===== src/rtl/serial_mac_writeback_if.sv =====
// Loader-to-MAC bus: enable, weight/feature pair stream, output base and the
// memory write-back / result signals.
interface serial_mac_writeback_if #(
  parameter int DATA_W = 8,
  parameter int ACC_W  = 20
);
  logic              en;
  logic              acc_en;
  logic [DATA_W-1:0] w_in;
  logic [DATA_W-1:0] f_in;
  logic [7:0]        out_baseaddr;
  logic [ACC_W-1:0]  result;
  logic              result_valid;
  logic              we;
  logic [5:0]        addr;
  logic [DATA_W-1:0] d;
  logic              is_done_o;

  modport master (
    output en, acc_en, w_in, f_in, out_baseaddr,
    input  result, result_valid, we, addr, d, is_done_o
  );

  modport slave (
    input  en, acc_en, w_in, f_in, out_baseaddr,
    output result, result_valid, we, addr, d, is_done_o
  );
endinterface


===== src/rtl/serial_mac_writeback.sv =====
// Serial MAC: accumulates NUM_TAPS weight*feature products per window and
// writes the saturated byte back to a 64-entry memory at base+out_cnt.
module serial_mac_writeback #(
  parameter int DATA_W   = 8,
  parameter int ACC_W    = 20,
  parameter int NUM_TAPS = 9
) (
  input logic                   clk,
  input logic                   rst,
  serial_mac_writeback_if.slave bus
);
  localparam int TAP_W = $clog2(NUM_TAPS + 1);
  localparam logic [ACC_W-1:0] D_MAX = ACC_W'((1 << DATA_W) - 1);

  typedef enum logic [1:0] {IDLE, ACC, WRITE} state_t;

  state_t            state, state_n;
  logic [ACC_W-1:0]  acc, acc_n;
  logic [TAP_W-1:0]  tap_cnt, tap_n;
  logic [5:0]        out_cnt, out_cnt_n;
  logic [ACC_W-1:0]  result, result_n;
  logic [5:0]        addr, addr_n;
  logic [DATA_W-1:0] d, d_n;

  logic [2*DATA_W-1:0] prod_raw;
  logic [ACC_W-1:0]    product;
  logic [ACC_W-1:0]    sum;
  logic                last_tap;
  logic                unused_base_hi;

  assign prod_raw       = bus.w_in * bus.f_in;
  assign product        = ACC_W'(prod_raw);
  assign sum            = acc + product;
  assign last_tap       = (tap_cnt == TAP_W'(NUM_TAPS - 1));
  assign unused_base_hi = ^bus.out_baseaddr[7:6];

  always_comb begin
    state_n   = state;
    acc_n     = acc;
    tap_n     = tap_cnt;
    out_cnt_n = out_cnt;
    result_n  = result;
    addr_n    = '0;
    d_n       = '0;
    case (state)
      IDLE: begin
        if (bus.en) begin
          state_n = ACC;
          acc_n   = '0;
          tap_n   = '0;
        end
      end
      ACC: begin
        if (!bus.en) begin
          state_n = IDLE;
          acc_n   = '0;
          tap_n   = '0;
        end else if (bus.acc_en) begin
          acc_n = sum;
          tap_n = tap_cnt + 1'b1;
          // Write-back outputs are registered on entry to WRITE so they
          // carry no combinational path from the inputs.
          if (last_tap) begin
            state_n  = WRITE;
            result_n = sum;
            addr_n   = bus.out_baseaddr[5:0] + out_cnt;
            d_n      = (sum > D_MAX) ? '1 : sum[DATA_W-1:0];
          end
        end
      end
      WRITE: begin
        out_cnt_n = out_cnt + 1'b1;
        if (bus.en) begin
          state_n = ACC;
          if (bus.acc_en) begin
            acc_n = product;
            tap_n = TAP_W'(1);
          end else begin
            acc_n = '0;
            tap_n = '0;
          end
        end else begin
          state_n = IDLE;
          acc_n   = '0;
          tap_n   = '0;
        end
      end
      default: begin
        state_n = IDLE;
        acc_n   = '0;
        tap_n   = '0;
      end
    endcase
  end

  always_ff @(posedge clk or negedge rst) begin
    if (!rst) begin
      state   <= IDLE;
      acc     <= '0;
      tap_cnt <= '0;
      out_cnt <= '0;
      result  <= '0;
      addr    <= '0;
      d       <= '0;
    end else begin
      state   <= state_n;
      acc     <= acc_n;
      tap_cnt <= tap_n;
      out_cnt <= out_cnt_n;
      result  <= result_n;
      addr    <= addr_n;
      d       <= d_n;
    end
  end

  assign bus.result       = result;
  assign bus.result_valid = (state == WRITE);
  assign bus.we           = (state == WRITE);
  assign bus.is_done_o    = (state == WRITE);
  assign bus.addr         = addr;
  assign bus.d            = d;
endmodule


===== src/flat_wrapper.sv =====
// flat-port wrapper written by rule: the top's interface ports become plain ports
module serial_mac_writeback_flat 
#(
  parameter int DATA_W   = 8,
  parameter int ACC_W    = 20,
  parameter int NUM_TAPS = 9
)
  (clk, rst, bus_en, bus_acc_en, bus_w_in, bus_f_in, bus_out_baseaddr, bus_result, bus_result_valid, bus_we, bus_addr, bus_d, bus_is_done_o);
  serial_mac_writeback_if #(.DATA_W(DATA_W), .ACC_W(ACC_W)) bus_i ();
  input logic clk;
  input logic rst;
  input wire logic [$bits(bus_i.en)-1:0] bus_en;
  input wire logic [$bits(bus_i.acc_en)-1:0] bus_acc_en;
  input wire logic [$bits(bus_i.w_in)-1:0] bus_w_in;
  input wire logic [$bits(bus_i.f_in)-1:0] bus_f_in;
  input wire logic [$bits(bus_i.out_baseaddr)-1:0] bus_out_baseaddr;
  output wire logic [$bits(bus_i.result)-1:0] bus_result;
  output wire logic [$bits(bus_i.result_valid)-1:0] bus_result_valid;
  output wire logic [$bits(bus_i.we)-1:0] bus_we;
  output wire logic [$bits(bus_i.addr)-1:0] bus_addr;
  output wire logic [$bits(bus_i.d)-1:0] bus_d;
  output wire logic [$bits(bus_i.is_done_o)-1:0] bus_is_done_o;
  assign bus_i.en = bus_en;
  assign bus_i.acc_en = bus_acc_en;
  assign bus_i.w_in = bus_w_in;
  assign bus_i.f_in = bus_f_in;
  assign bus_i.out_baseaddr = bus_out_baseaddr;
  assign bus_result = bus_i.result;
  assign bus_result_valid = bus_i.result_valid;
  assign bus_we = bus_i.we;
  assign bus_addr = bus_i.addr;
  assign bus_d = bus_i.d;
  assign bus_is_done_o = bus_i.is_done_o;
  serial_mac_writeback #(.DATA_W(DATA_W), .ACC_W(ACC_W), .NUM_TAPS(NUM_TAPS)) u_core (.clk(clk), .rst(rst), .bus(bus_i));
endmodule

===== config.mk =====
export PLATFORM = sky130hd
export DESIGN_NAME = serial_mac_writeback_flat
export DESIGN_NICKNAME = d
export VERILOG_FILES = /design/src/rtl/serial_mac_writeback_if.sv /design/src/rtl/serial_mac_writeback.sv /design/src/flat_wrapper.sv
export SDC_FILE = /design/constraint.sdc
export NUM_CORES = 1
export LEC_CHECK = 0
export BUFFER_PORTS_ARGS = -buffer_cell sky130_fd_sc_hd__buf_2
export CORE_MARGIN = 2
export CORE_UTILIZATION = 25
export CTS_CLUSTER_SIZE = 14
export DETAILED_ROUTE_END_ITERATION = 10
export PLACE_DENSITY = 0.39
export SYNTH_ARGS = -nofsm -noshare
export SYNTH_HDL_FRONTEND = slang
export SYNTH_SLANG_ARGS = --single-unit

===== constraint.sdc =====
create_clock -name clk -period 3.8 [get_ports clk]
set_input_delay 0.76 -clock clk [delete_from_list [all_inputs] [get_ports clk]]
set_output_delay 0.76 -clock clk [all_outputs]
set_load 0.005 [all_outputs]

After elaboration in Yosys (flattened, before gate mapping)
Cells that the tools add are included.

operators by class
  div/mod/pow operators = 0
  shift operators = 0
  reduce and logical (&&, ||, !) cells = 4
  equality and inequality tests = 6
  $mul = 1
  mux-type cells = 27
  bitwise operators = 0
  add/sub/neg operators = 4
  magnitude comparators = 1

operators by type and width
  kind                                                   count
  two-way mux 20 bit                                     3
  case mux 20 bit (3 select lines)                       1
  two-way mux 8 bit                                      5
  two-way mux 16 bit                                     2
  two-way mux 6 bit                                      4
  adder 20 x 16 -> 20 bit                                1
  > comparator 20 x 8 -> 1 bit, second input constant    1
  multiplier 8 x 8 -> 16 bit                             1
  two-way mux 4 bit                                      3
  case mux 4 bit (3 select lines)                        1
  two-way mux 2 bit                                      4
  adder 6 x 1 -> 6 bit, second input constant            1
  adder 6 bit                                            1
  case mux 2 bit (3 select lines)                        1
  adder 4 x 1 -> 4 bit, second input constant            1
  == test 4 bit, second input constant                   1
  AND reduction 4 bit                                    1
  two-way mux 1 bit                                      3
  inequality test 3 x 2 -> 1 bit, second input constant  1
  inequality test 3 bit, second input constant           1
  AND reduction 3 bit                                    1
  == test 2 x 1 -> 1 bit, second input constant          1
  == test 2 bit, second input constant                   1
  logical NOT 2 bit                                      1
  other kinds (2)                                        2

word-level totals
  latch bits = 0
  register bits after elaboration = 66
  input bits = 28
  output and inout bits = 37
  ROM bits = 0
  memories = 0
  RAM bits = 0
  logic and storage cells = 50

Depth between registers and ports, before layout
Gate-level depths: netlist (run 1).

  word-level depth = 8
  depth in mapped cells = 25
  mapped depth without buffers = 24

Least setup slack after synthesis (run 1)
OpenSTA, ideal clock, no wires.

  path kind = input -> register
  start = in bus_f_in[7]
  end = reg u_core.d[2] (netlist: u_core.bus.d[2])
  path slack = -2.619 ns
  library setup time = 0.156 ns
  data required time = 3.644 ns
  stages on the path = 22
  path buffers = 1
  arrival = 6.263 ns
  cells stage by stage = and2_1 -> fa_1 -> fa_1 -> fa_1 -> inv_1 -> fa_1 -> inv_1 -> ha_1 -> or3_1 -> o21ai_0 -> nor2_1 -> a21o_1 -> xor2_1 -> ha_1 -> clkbuf_1 -> nand2_1 -> o2bb2ai_2 -> o311a_1 -> or3_1 -> a211o_1 -> nor4_4 -> a41oi_1

between the ends
  longest elaborated chain between the ends = 8

ends and longest elaborated chain
  element                       line                         source
  start, declared               flat_wrapper.sv:15           input wire logic [$bits(bus_i.f_in)-1:0] bus_f_in;
  multiplier 8 x 8 -> 16 bit    serial_mac_writeback.sv:31   assign prod_raw = bus.w_in * bus.f_in;
  adder 20 x 16 -> 20 bit       serial_mac_writeback.sv:33   assign sum = acc + product;
  > comparator 20 x 8 -> 1 bit  serial_mac_writeback.sv:67   d_n = (sum > D_MAX) ? '1 : sum[DATA_W-1:0];
  two-way mux 8 bit             serial_mac_writeback.sv:67
  two-way mux 8 bit             serial_mac_writeback.sv:63   if (last_tap) begin
  two-way mux 8 bit             serial_mac_writeback.sv:58   end else if (bus.acc_en) begin
  two-way mux 8 bit             serial_mac_writeback.sv:54   if (!bus.en) begin
  two-way mux 8 bit             serial_mac_writeback.sv:45   case (state)
  via u_core.d_n[2]             serial_mac_writeback.sv:23   logic [DATA_W-1:0] d, d_n;
  end signal, assigned          serial_mac_writeback.sv:112  d <= d_n;
  end, declared                 serial_mac_writeback.sv:23

The timed path passes the listed nets, and every way through them passes these cells.
A chain may end at the register's enable or synchronous reset.

Worst setup path in the final report (run 1)
  start = in bus_f_in[2]
  end = reg u_core.d[4] (netlist: u_core.bus.d[4])

between the ends
  longest elaborated chain between the ends = 8

ends and longest elaborated chain
  element                       line
  multiplier 8 x 8 -> 16 bit *  serial_mac_writeback.sv:31
  adder 20 x 16 -> 20 bit *     serial_mac_writeback.sv:33
  > comparator 20 x 8 -> 1 bit  serial_mac_writeback.sv:67
  two-way mux 8 bit *           serial_mac_writeback.sv:67
  two-way mux 8 bit *           serial_mac_writeback.sv:63
  two-way mux 8 bit *           serial_mac_writeback.sv:58
  two-way mux 8 bit *           serial_mac_writeback.sv:54
  two-way mux 8 bit *           serial_mac_writeback.sv:45
  via u_core.d_n[4]             serial_mac_writeback.sv:23

Mark *: on every way through the listed nets, which the timed path passes. The rest lies on a longest branch.

==> out/metrics.csv, run 1 <==
metric,value,unit
initial antenna violation count,0,
CP startpoint,bus_f_in[2],
HPWL Detailed,12500,µm
RSZ-0062 raised after global routing,true,
Pleak,4.506,nW
cts hold-fix bufs,0,
Post-Synthesis Cell Area,0.005921,mm²
Buf/Inv on CP,6,
Clock Latency Late Sink,0.33,ns
gp weighted congestion,0.8437,
"Distinct cells, synth",58,
MaxCap Viol Count,0,
Die X,157.9,µm
simple-gate share of the synthesized area,16.86,%
most frequent cells after synthesis,"inv_1 (77), dfrtp_1 (66), nand2_1 (66)",
CP Capture Type,register,
cell accounting for the most synthesized area,dfrtp_1,
Final ANT Viol Nets,0,
Synth Register Bits,66,
Post-synth EDFFs,0,
skew final,0.007426,ns
CTS tree,done,
failing checks,negative setup slack,
largest net degree at the start of global routing,48,
final setup vio count,38,
TritonRoute pass-1 iters,4,
Max Freq,0.1652,GHz
synth warn,0,
GR Overflow Total,0,
most numerous cell on the critical path,fa_1,
Row Count,56,
die extent in y,157.9,µm
WHS,0.4034,ns
Die ar.,0.02493,mm²
compound-gate portion of the synthesized area,15.66,%
CP required,3.98,ns
fin worst setup slack,-2.252,ns
mean area per synthesized cell,9.251,µm²
clock sinks,66,
DR vias,5202,
"Seq/Total Area, Yosys",27.90,%
initial DRC count,97,
final WL,16430,µm
clk buf depth,2,
multiplexer share of the synthesized area,1.500,%
clock buffer count from CTS,9,
Port Buffers,62,
Synth Area in XOR/XNOR,5.473,%
startpoint types,input pin,
number of global-route vias before repair,5432,
antenna diode count,0,
vias per cell,4.423,
post-synthesis adder-cell area fraction,26.58,%
status,"complete, but fails checks",
ys flop type,dfrtp_1,
area fraction of the dominant cell type after synthesis,27.90,%
PwrDens,750.7,mW/mm²
"Slew Viols, Final",0,
Root Buffer,clkbuf_16,
Synth Instances,640,
share of cells above drive strength 1,44.69,%
Worst-Margin Slew,0.9566,ns
Core Footprint,0.02333,mm²
nets,983,
Area contributors post-synth,"dfrtp_1 (28%), ha_1 (14%), fa_1 (13%), and2_1 (5.5%), inv_1 (4.9%)",
Slew HR,35.99,%
Final Total Pwr,6.938,mW
largest delay contributor family on the critical path,adder cells,
Layout area overhead,56.11,%
period utilization,159.3,%
Min-Delay Path Class,in2async,
"count leader, synth",inv_1,
CP max-delay cell,fa_1,
Worst Path Max Fanout,8,
CP max stage delay,0.56,ns
GRT Util Overall,13.29,%
worst path cell trace,buf_12 > and2_4 > fa_1 > fa_1 > fa_1 > inv_1 > fa_1 > inv_2 > ha_4 > buf_4 > nor3_4 > o21a_1 > nor2_1 > a21o_1 > xor2_2 > ha_4 > buf_6 > o2bb2ai_4 > o311a_1 > or3_4 > a211o_1 > nor4_4 > buf_6 > a41oi_2,
Worst VDD drop,0.3553,mV
Critical Setup Path Class,in2reg,
WL/cell,13.97,µm
largest family of logic cells by synthesized area,adder cells,
ys async rst share,100.0,%
Initial Util,25.38,%
crit path time final,6.052,ns
io pins,65,
"Reg clk slew, reported paths",0.06,ns
drt drc,0,
worst r2r src,u_core.acc[0]$_DFFE_PN0P_,
CP Data Arrival Time,6.23,ns
Final Hold Violating Endpoints,0,
syn_nets,771,
global-route wire length before repair,26600,µm
H-Tree Depth,3,
## repair_timing
item / in CTS / in global routing
pin swaps: 78 / 64
buffers inserted: 30 / 17
setup endpoints to repair: 40 / 40
gates resized for setup: 134 / 75
## routing by layer
metal | wire length, µm | global-route usage (%) | vias up
met1 | 7807 | 17.39 | 2521
met4 | 194 | 3.074 | 0
li1 | - | - | 2599
met5 | 0 | 0 | -
met2 | 8046 | 23.42 | 69
met3 | 377 | 1.533 | 13
## registers in the layout, indices dropped and copies added, names as in the netlist
register,flops
u_core.bus.result,20
u_core.bus.d,8
u_core.acc,20
u_core.out_cnt,6
u_core.bus.addr,6
u_core.state,2
u_core.tap_cnt,4
## metrics by stage
| step | setup slack (ns) | instance area, µm² | utilization, % | TNS [ns] | std cells |
|---|---|---|---|---|---|
| final | -2.252 | 9243 | 39.61 | -60.91 | 1176 |
| after detailed placement | -2.760 | 7741 | 33.18 | -82.05 | 1127 |
| after CTS | -2.160 | 8806 | 37.74 | -59.72 | 1165 |
| after global placement | -2.707 | 7741 | 33.18 | -80.46 | 1127 |
| after global routing | -2.443 | 9243 | 39.61 | -67.86 | 1176 |
| after floorplan | -2.345 | 6203 | - | -56.47 | 640 |
## final cells by class
cell class	count	area, µm²
Clock buffer	10	229.0
Tap cell	319	399.1
Sequential cell	66	1652
Inverter	77	291.5
Fill cell	2319	14090
Multi-Input combinational cell	481	4885
Timing Repair Buffer	217	1744
Clock inverter	6	42.54
## path summary, 6_finish.rpt
check                                                         end  slack [ns]  cells past startpoint
worst max-delay path                    u_core.bus.d[4]$_DFF_PN0_       -2.25                     24
worst min register to register  u_core.bus.result[18]$_DFFE_PN0P_        0.47                      2
min in group clk                u_core.bus.result[18]$_DFFE_PN0P_        0.47                      2
worst max register to register          u_core.bus.d[4]$_DFF_PN0_        0.68                     14
max in group asynchronous              u_core.acc[11]$_DFFE_PN0P_        2.66                      2
worst min-delay path             u_core.bus.result[0]$_DFFE_PN0P_        0.40                      1
## logic make-up after synthesis
family | after synthesis
compound gates | 136
fa+ha+maj | 103
simple gates | 197
flops | 66
buf+inv | 93
xor+xnor | 37
mux | 8
## worst register-to-register path: stages (launching register included)
cell	delay, ns
dfrtp_1	0.35
ha_1	0.17
inv_1	0.05
fa_1	0.38
nand2b_1	0.19
a21oi_2	0.22
buf_4	0.16
or3_1	0.15
buf_4	0.13
a21oi_2	0.05
o211a_1	0.15
or3b_4	0.42
nor4_4	0.23
buf_6	0.18
a41oi_2	0.13
## placed cells by master, fill, tap and decap left out, drive strengths merged, types with 5 or more instances in the layout
cell and count:
nor2 34, buf 217, fa 38, mux2 7, clkbuf 10, nand2 66, xnor2 19, a31oi 6
o21ai 44, a22oi 10, xor2 18, dfrtp 66, a41oi 8, nor3 8, or3 6, inv 78
ha 65, and2 52, a21oi 25, nand3 5, a21o 8, nand4 9
## power by group
part           internal (mW)  switching, mW  total [mW]  leakage (nW)
registers              0.735         0.0323       0.767         0.919
clock network          0.443          0.336       0.779         0.129
logic                   2.95           2.44        5.39          3.46
Note: power is estimated with default switching activity, not from simulation.
==> inputs of run 2 (changes only) <==
--- a/config.mk
+++ b/config.mk
@@ -6,11 +6,14 @@
 export NUM_CORES = 1
 export LEC_CHECK = 0
 export BUFFER_PORTS_ARGS = -buffer_cell sky130_fd_sc_hd__buf_2
+export CELL_PAD_IN_SITES_DETAIL_PLACEMENT = 1
+export CELL_PAD_IN_SITES_GLOBAL_PLACEMENT = 2
 export CORE_MARGIN = 2
 export CORE_UTILIZATION = 25
 export CTS_CLUSTER_SIZE = 14
 export DETAILED_ROUTE_END_ITERATION = 10
-export PLACE_DENSITY = 0.39
+export PLACE_DENSITY = 0.56
+export SKIP_LAST_GASP = 1
 export SYNTH_ARGS = -nofsm -noshare
 export SYNTH_HDL_FRONTEND = slang
 export SYNTH_SLANG_ARGS = --single-unit
==> out/metrics.csv, run 2 (synthesis gave the netlist of run 1 again) <==
metric,value,unit,change
CP max stage delay,0.52,ns,-0.04 ns
Worst VDD drop,0.3355,mV,-5.6%
clk buf depth,2,,unchanged
CP Data Arrival Time,6.20,ns,-0.03 ns
H-Tree Depth,3,,unchanged
met3 wire length,399,µm,+5.8%
global-route wire length before repair,29090,µm,+9.4%
drt drc,0,,unchanged
die extent in y,157.9,µm,unchanged
cts hold-fix bufs,0,,unchanged
Final ANT Viol Nets,0,,unchanged
GRT Util Overall,14.75,%,+1.5 points
gp weighted congestion,0.8265,,-2.0%
share of cells above drive strength 1,44.69,%,about the same
Die X,157.9,µm,unchanged
CP max-delay cell,fa_2,,
clock sinks,66,,unchanged
antenna diode count,0,,unchanged
PwrDens,734.4,mW/mm²,-2.2%
Layout area overhead,55.24,%,
"commonest non-fill, non-tap cell in the layout",buf_4,,
metal2 WL,8682,µm,+7.9%
HPWL Detailed,13920,µm,+11%
"Reg clk slew, reported paths",0.05,ns,about the same
pre-CTS WS,-2.814,ns,-0.05338 ns
Min-Delay Path Class,reg2reg,,
TNS Setup,-60.91,ns,+0.0002000 ns
WL/cell,15.06,µm,+7.8%
MaxCap Viol Count,0,,unchanged
period utilization,158.4,%,-0.88 points
TritonRoute pass-1 iters,6,,+2
Core Footprint,0.02333,mm²,unchanged
initial DRC count,143,,+47%
Worst Path Max Fanout,8,,unchanged
Die ar.,0.02493,mm²,unchanged
Port Buffers,62,,unchanged
CP Capture Type,register,,
GR Overflow Total,0,,unchanged
Final Hold Violating Endpoints,0,,unchanged
skew final,0.01044,ns,+0.003018 ns
status,"complete, but fails checks",,
io pins,65,,unchanged
"commonest cells after routing, fill and taps aside","buf_4 (118), dfrtp_1 (66), inv_1 (65), nand2_1 (51), buf_2 (48)",,
Slew HR,20.29,%,-16 points
Critical Setup Path Class,in2reg,,
final core occ,39.39,%,-0.22 points
placed cells,1123,,-0.35%
final WL,17570,µm,+7.0%
RSZ-0062 raised after global routing,true,,
met1 wire length,8288,µm,+6.2%
final non-filler cell total,1167,,-0.77%
CTS tree,done,,
crit path time final,6.018,ns,-0.03347 ns
clock buffer count from CTS,9,,unchanged
Worst-Margin Slew,1.191,ns,+0.2347 ns
DR vias,5237,,+0.67%
Max Freq,0.1662,GHz,+0.56%
final setup vio count,38,,unchanged
Initial Util,25.38,%,unchanged
Pleak,4.456,nW,-1.1%
failing checks,negative setup slack,,
Root Buffer,clkbuf_16,,
CP required,3.98,ns,about the same
initial antenna violation count,0,,unchanged
vias per cell,4.488,,+1.4%
biggest regs,"u_core.acc x20, u_core.bus.result x20, u_core.bus.d x8",,
highest metal used,met4,,
number of global-route vias before repair,5856,,+7.8%
Clock Latency Late Sink,0.34,ns,about the same
startpoint types,input pin,,
largest net degree at the start of global routing,48,,unchanged
"Slew Viols, Final",0,,unchanged
fin worst setup slack,-2.218,ns,+0.03347 ns
nets,974,,-0.92%
Row Count,56,,unchanged
run 2: cell types whose count changed in the layout (fill, tap and decap cells not counted), moves of 3 or more:
cell	before	now
xnor2_4	3	6
buf_4	123	118
nand2_2	6	9
o21ai_1	16	20
nand2_1	54	51
inv_2	9	12
o21ai_2	10	6
buf_8	5	2
run 2: power by group:
part	switching, mW	internal [mW]	leakage [nW]
clock network	0.336	0.443	0.129
registers	0.0351	0.735	0.919
logic	2.42	2.79	3.41
total	2.79	3.96	4.46
run 2: cell type report:
type | count | area (µm²)
Clock buffer | 10 | 229.0
Clock inverter | 6 | 42.54
Fill cell | 2600 | 14140
Inverter | 77 | 289.0
Multi-Input combinational cell | 481 | 4921
Sequential cell | 66 | 1652
Tap cell | 319 | 399.1
Timing Repair Buffer | 208 | 1659
run 2: path summary, 6_finish.rpt:
kind                                             startpoint                               end  slack [ns]  depth (start not counted)
max                                             bus_w_in[5]         u_core.bus.d[1]$_DFF_PN0_       -2.22                         26
min                        u_core.bus.result[1]$_DFFE_PN0P_  u_core.bus.result[1]$_DFFE_PN0P_        0.48                          2
max reg2reg                       u_core.acc[0]$_DFFE_PN0P_         u_core.bus.d[5]$_DFF_PN0_        0.62                         14
min reg2reg                u_core.bus.result[1]$_DFFE_PN0P_  u_core.bus.result[1]$_DFFE_PN0P_        0.48                          2
max in group asynchronous                               rst        u_core.acc[10]$_DFFE_PN0P_        2.50                          2
min in group asynchronous                               rst      u_core.bus.addr[2]$_DFF_PN0_        0.50                          1
run 2: repair_timing:
action,in CTS,in global routing
setup buffers,25,15
resized for setup,148,54
setup endpoints to repair,40,40
pin swaps,78,44
run 2: critical path: cells and delay by family:
kind,cells,cell delay (ns)
xor+xnor,1,0.22
simple gates,3,0.51
compound gates,8,1.31
fa+ha+maj,6,2.63
buf+inv,8,0.74
run 2: per-stage QoR:
stage | total power [mW] | hold slack [ns] | cell area, µm²
2_1_floorplan | 2.870 | 0.4619 | 6203
3_3_place_gp | 4.322 | 0.4583 | 7724
3_5_place_dp | 4.396 | 0.4704 | 7724
4_1_cts | 6.321 | 0.4829 | 8879
6_report | 6.750 | 0.4782 | 9191
5_1_grt | 7.236 | 0.5028 | 9191
run 2: metal layers:
metal | vias up | GRT usage [%]
met5 | - | 0
met4 | 0 | 3.983
met3 | 15 | 1.944
met2 | 72 | 26.19
met1 | 2570 | 18.76
li1 | 2580 | -
==> inputs of run 3 (changes only) <==
--- a/config.mk
+++ b/config.mk
@@ -13,6 +13,7 @@
 export CTS_CLUSTER_SIZE = 14
 export DETAILED_ROUTE_END_ITERATION = 10
 export PLACE_DENSITY = 0.56
+export RECOVER_POWER = 100
 export SKIP_LAST_GASP = 1
 export SYNTH_ARGS = -nofsm -noshare
 export SYNTH_HDL_FRONTEND = slang
==> out/metrics.csv, run 3 (synthesis gave the netlist of run 1 again) <==
metric,value,unit,change
status,"complete, but fails checks",,
failing checks,"max-capacitance violations, max-slew violations, negative setup slack",,
clk buf depth,2,,unchanged
startpoint types,input pin,,
antenna diode count,0,,unchanged
cts hold-fix bufs,0,,unchanged
WL/cell,15.10,µm,+0.30%
switching pwr,2.787,mW,about the same
GR Overflow Total,0,,unchanged
Port Buffers,62,,unchanged
GRT Util Overall,14.75,%,unchanged
final WL,17620,µm,+0.30%
Core Footprint,0.02333,mm²,unchanged
crit path time final,6.024,ns,+0.005800 ns
Root Buffer,clkbuf_16,,
clock buffer count from CTS,9,,unchanged
Layout area overhead,54.67,%,
period utilization,158.5,%,about the same
clock sinks,66,,unchanged
Worst Path Max Fanout,8,,unchanged
biggest regs,"u_core.acc x20, u_core.bus.result x20, u_core.bus.d x8",,
"Reg clk slew, reported paths",0.05,ns,about the same
Final ANT Viol Nets,0,,unchanged
vias per cell,4.490,,about the same
CP Capture Type,register,,
nets,974,,unchanged
largest net degree at the start of global routing,48,,unchanged
die extent in y,157.9,µm,unchanged
sequential power share,11.4,%,about the same
CTS tree,done,,
Net Sw Frac,41.28,%,about the same
"commonest non-fill, non-tap cell in the layout",buf_4,,
Critical Setup Path Class,in2reg,,
Worst-Margin Slew,1.868,ns,+0.6763 ns
MaxCap Viol Count,1,,+1
number of global-route vias before repair,5856,,unchanged
pre-CTS WS,-2.814,ns,unchanged
"Design Area, Final",0.009158,mm²,-0.37%
fin worst setup slack,-2.224,ns,-0.005800 ns
final setup vio count,38,,unchanged
Die ar.,0.02493,mm²,unchanged
Internal,3.963,mW,about the same
Slew HR,-24.51,%,-45 points
initial DRC count,144,,+0.70%
gp weighted congestion,0.8265,,unchanged
Die X,157.9,µm,unchanged
Gate power share,77.1,%,about the same
share of cells above drive strength 1,41.98,%,-2.7 points
Min-Delay Path Class,reg2reg,,
H-Tree Depth,3,,unchanged
DR vias,5240,,+0.057%
Row Count,56,,unchanged
Clock power frac,11.5,%,about the same
io pins,65,,unchanged
skew final,0.01045,ns,+0.000004500 ns
drt drc,0,,unchanged
CP Data Arrival Time,6.21,ns,about the same
initial antenna violation count,0,,unchanged
PwrDens,737.1,mW/mm²,+0.36%
"commonest cells after routing, fill and taps aside","buf_4 (116), dfrtp_1 (66), inv_1 (65), nand2_1 (51), ha_1 (46)",,
Initial Util,25.38,%,unchanged
Final Total Pwr,6.750,mW,about the same
Final Hold Violating Endpoints,0,,unchanged
HPWL Detailed,13920,µm,unchanged
Post-DP Area,0.007724,mm²,unchanged
TritonRoute pass-1 iters,6,,unchanged
global-route wire length before repair,29090,µm,unchanged
CP required,3.98,ns,about the same
Clock Latency Late Sink,0.34,ns,about the same
Max Freq,0.1660,GHz,about the same
"Slew Viols, Final",37,,+37
Worst VDD drop,0.3355,mV,about the same
TNS Setup,-61.00,ns,-0.09350 ns
Pleak,4.358,nW,-2.2%
RSZ-0062 raised after global routing,true,,
-- run 3: layer usage --
layer	vias up	part of all wire [%]	global-route usage [%]
met5	-	0	0
met4	0	1.1	3.983
li1	2582	-	-
met3	15	2.2	1.944
met1	2573	47	18.76
met2	70	49	26.19
-- run 3: final cells by class --
cell class,instances,area [µm²]
Fill cell,2593,14170
Timing Repair Buffer,208,1625
Clock inverter,6,42.54
Sequential cell,66,1652
Multi-Input combinational cell,481,4921
Tap cell,319,399.1
Inverter,77,289.0
Clock buffer,10,229.0
-- run 3: final timing paths --
kind / startpoint / endpoint / slack [ns] / cells after the start
setup / recovery: bus_w_in[5] / u_core.bus.d[1]$_DFF_PN0_ / -2.22 / 26
hold / removal: u_core.bus.result[7]$_DFFE_PN0P_ / u_core.bus.result[7]$_DFFE_PN0P_ / 0.48 / 2
setup reg to reg: u_core.acc[0]$_DFFE_PN0P_ / u_core.bus.d[5]$_DFF_PN0_ / 0.62 / 14
hold reg to reg: u_core.bus.result[7]$_DFFE_PN0P_ / u_core.bus.result[7]$_DFFE_PN0P_ / 0.48 / 2
max in group asynchronous: rst / u_core.acc[10]$_DFFE_PN0P_ / 0.99 / 2
min in group asynchronous: rst / u_core.bus.addr[2]$_DFF_PN0_ / 0.92 / 1
-- run 3: critical path: stages --
cell	delay, ns
buf_12	0.09
nand2_4	0.04
fa_1	0.50
fa_1	0.51
inv_1	0.05
fa_1	0.49
inv_2	0.04
fa_2	0.52
inv_2	0.04
ha_4	0.28
inv_2	0.05
buf_6	0.10
o21bai_1	0.14
a21oi_1	0.10
xnor2_1	0.22
ha_1	0.33
o21ai_2	0.15
nor2_2	0.08
or3_4	0.39
o41ai_4	0.36
buf_4	0.18
o21ai_4	0.05
a211o_1	0.29
o21ai_1	0.09
buf_4	0.20
a41oi_1	0.13
-- run 3: what timing repair did --
item / 4_1_cts / 5_1_grt
pin swaps: 78 / 44
cloned: 0 / 0
endpoints found under the setup margin: 40 / 40
setup buffers: 25 / 15
gates resized for setup: 148 / 54
-- run 3: per-stage QoR --
| stage | hold slack, ns | util, % | instances |
|---|---|---|---|
| after global routing | 0.5028 | 39.25 | 1167 |
| final | 0.4804 | 39.25 | 1167 |
| after detailed placement | 0.4704 | 33.10 | 1123 |
| after floorplan | 0.4619 | - | 640 |
| after global placement | 0.4583 | 33.10 | 1123 |
| after CTS | 0.4829 | 38.05 | 1158 |
-- run 3: power by group through the flow --
stage	Combinational (mW)	Clock, mW	Sequential [mW]
after floorplan	2.10	0	0.767
after global placement	3.55	0	0.772
after detailed placement	3.62	0	0.775
after CTS	4.74	0.812	0.769
after global routing	5.62	0.837	0.775
final	5.20	0.777	0.770
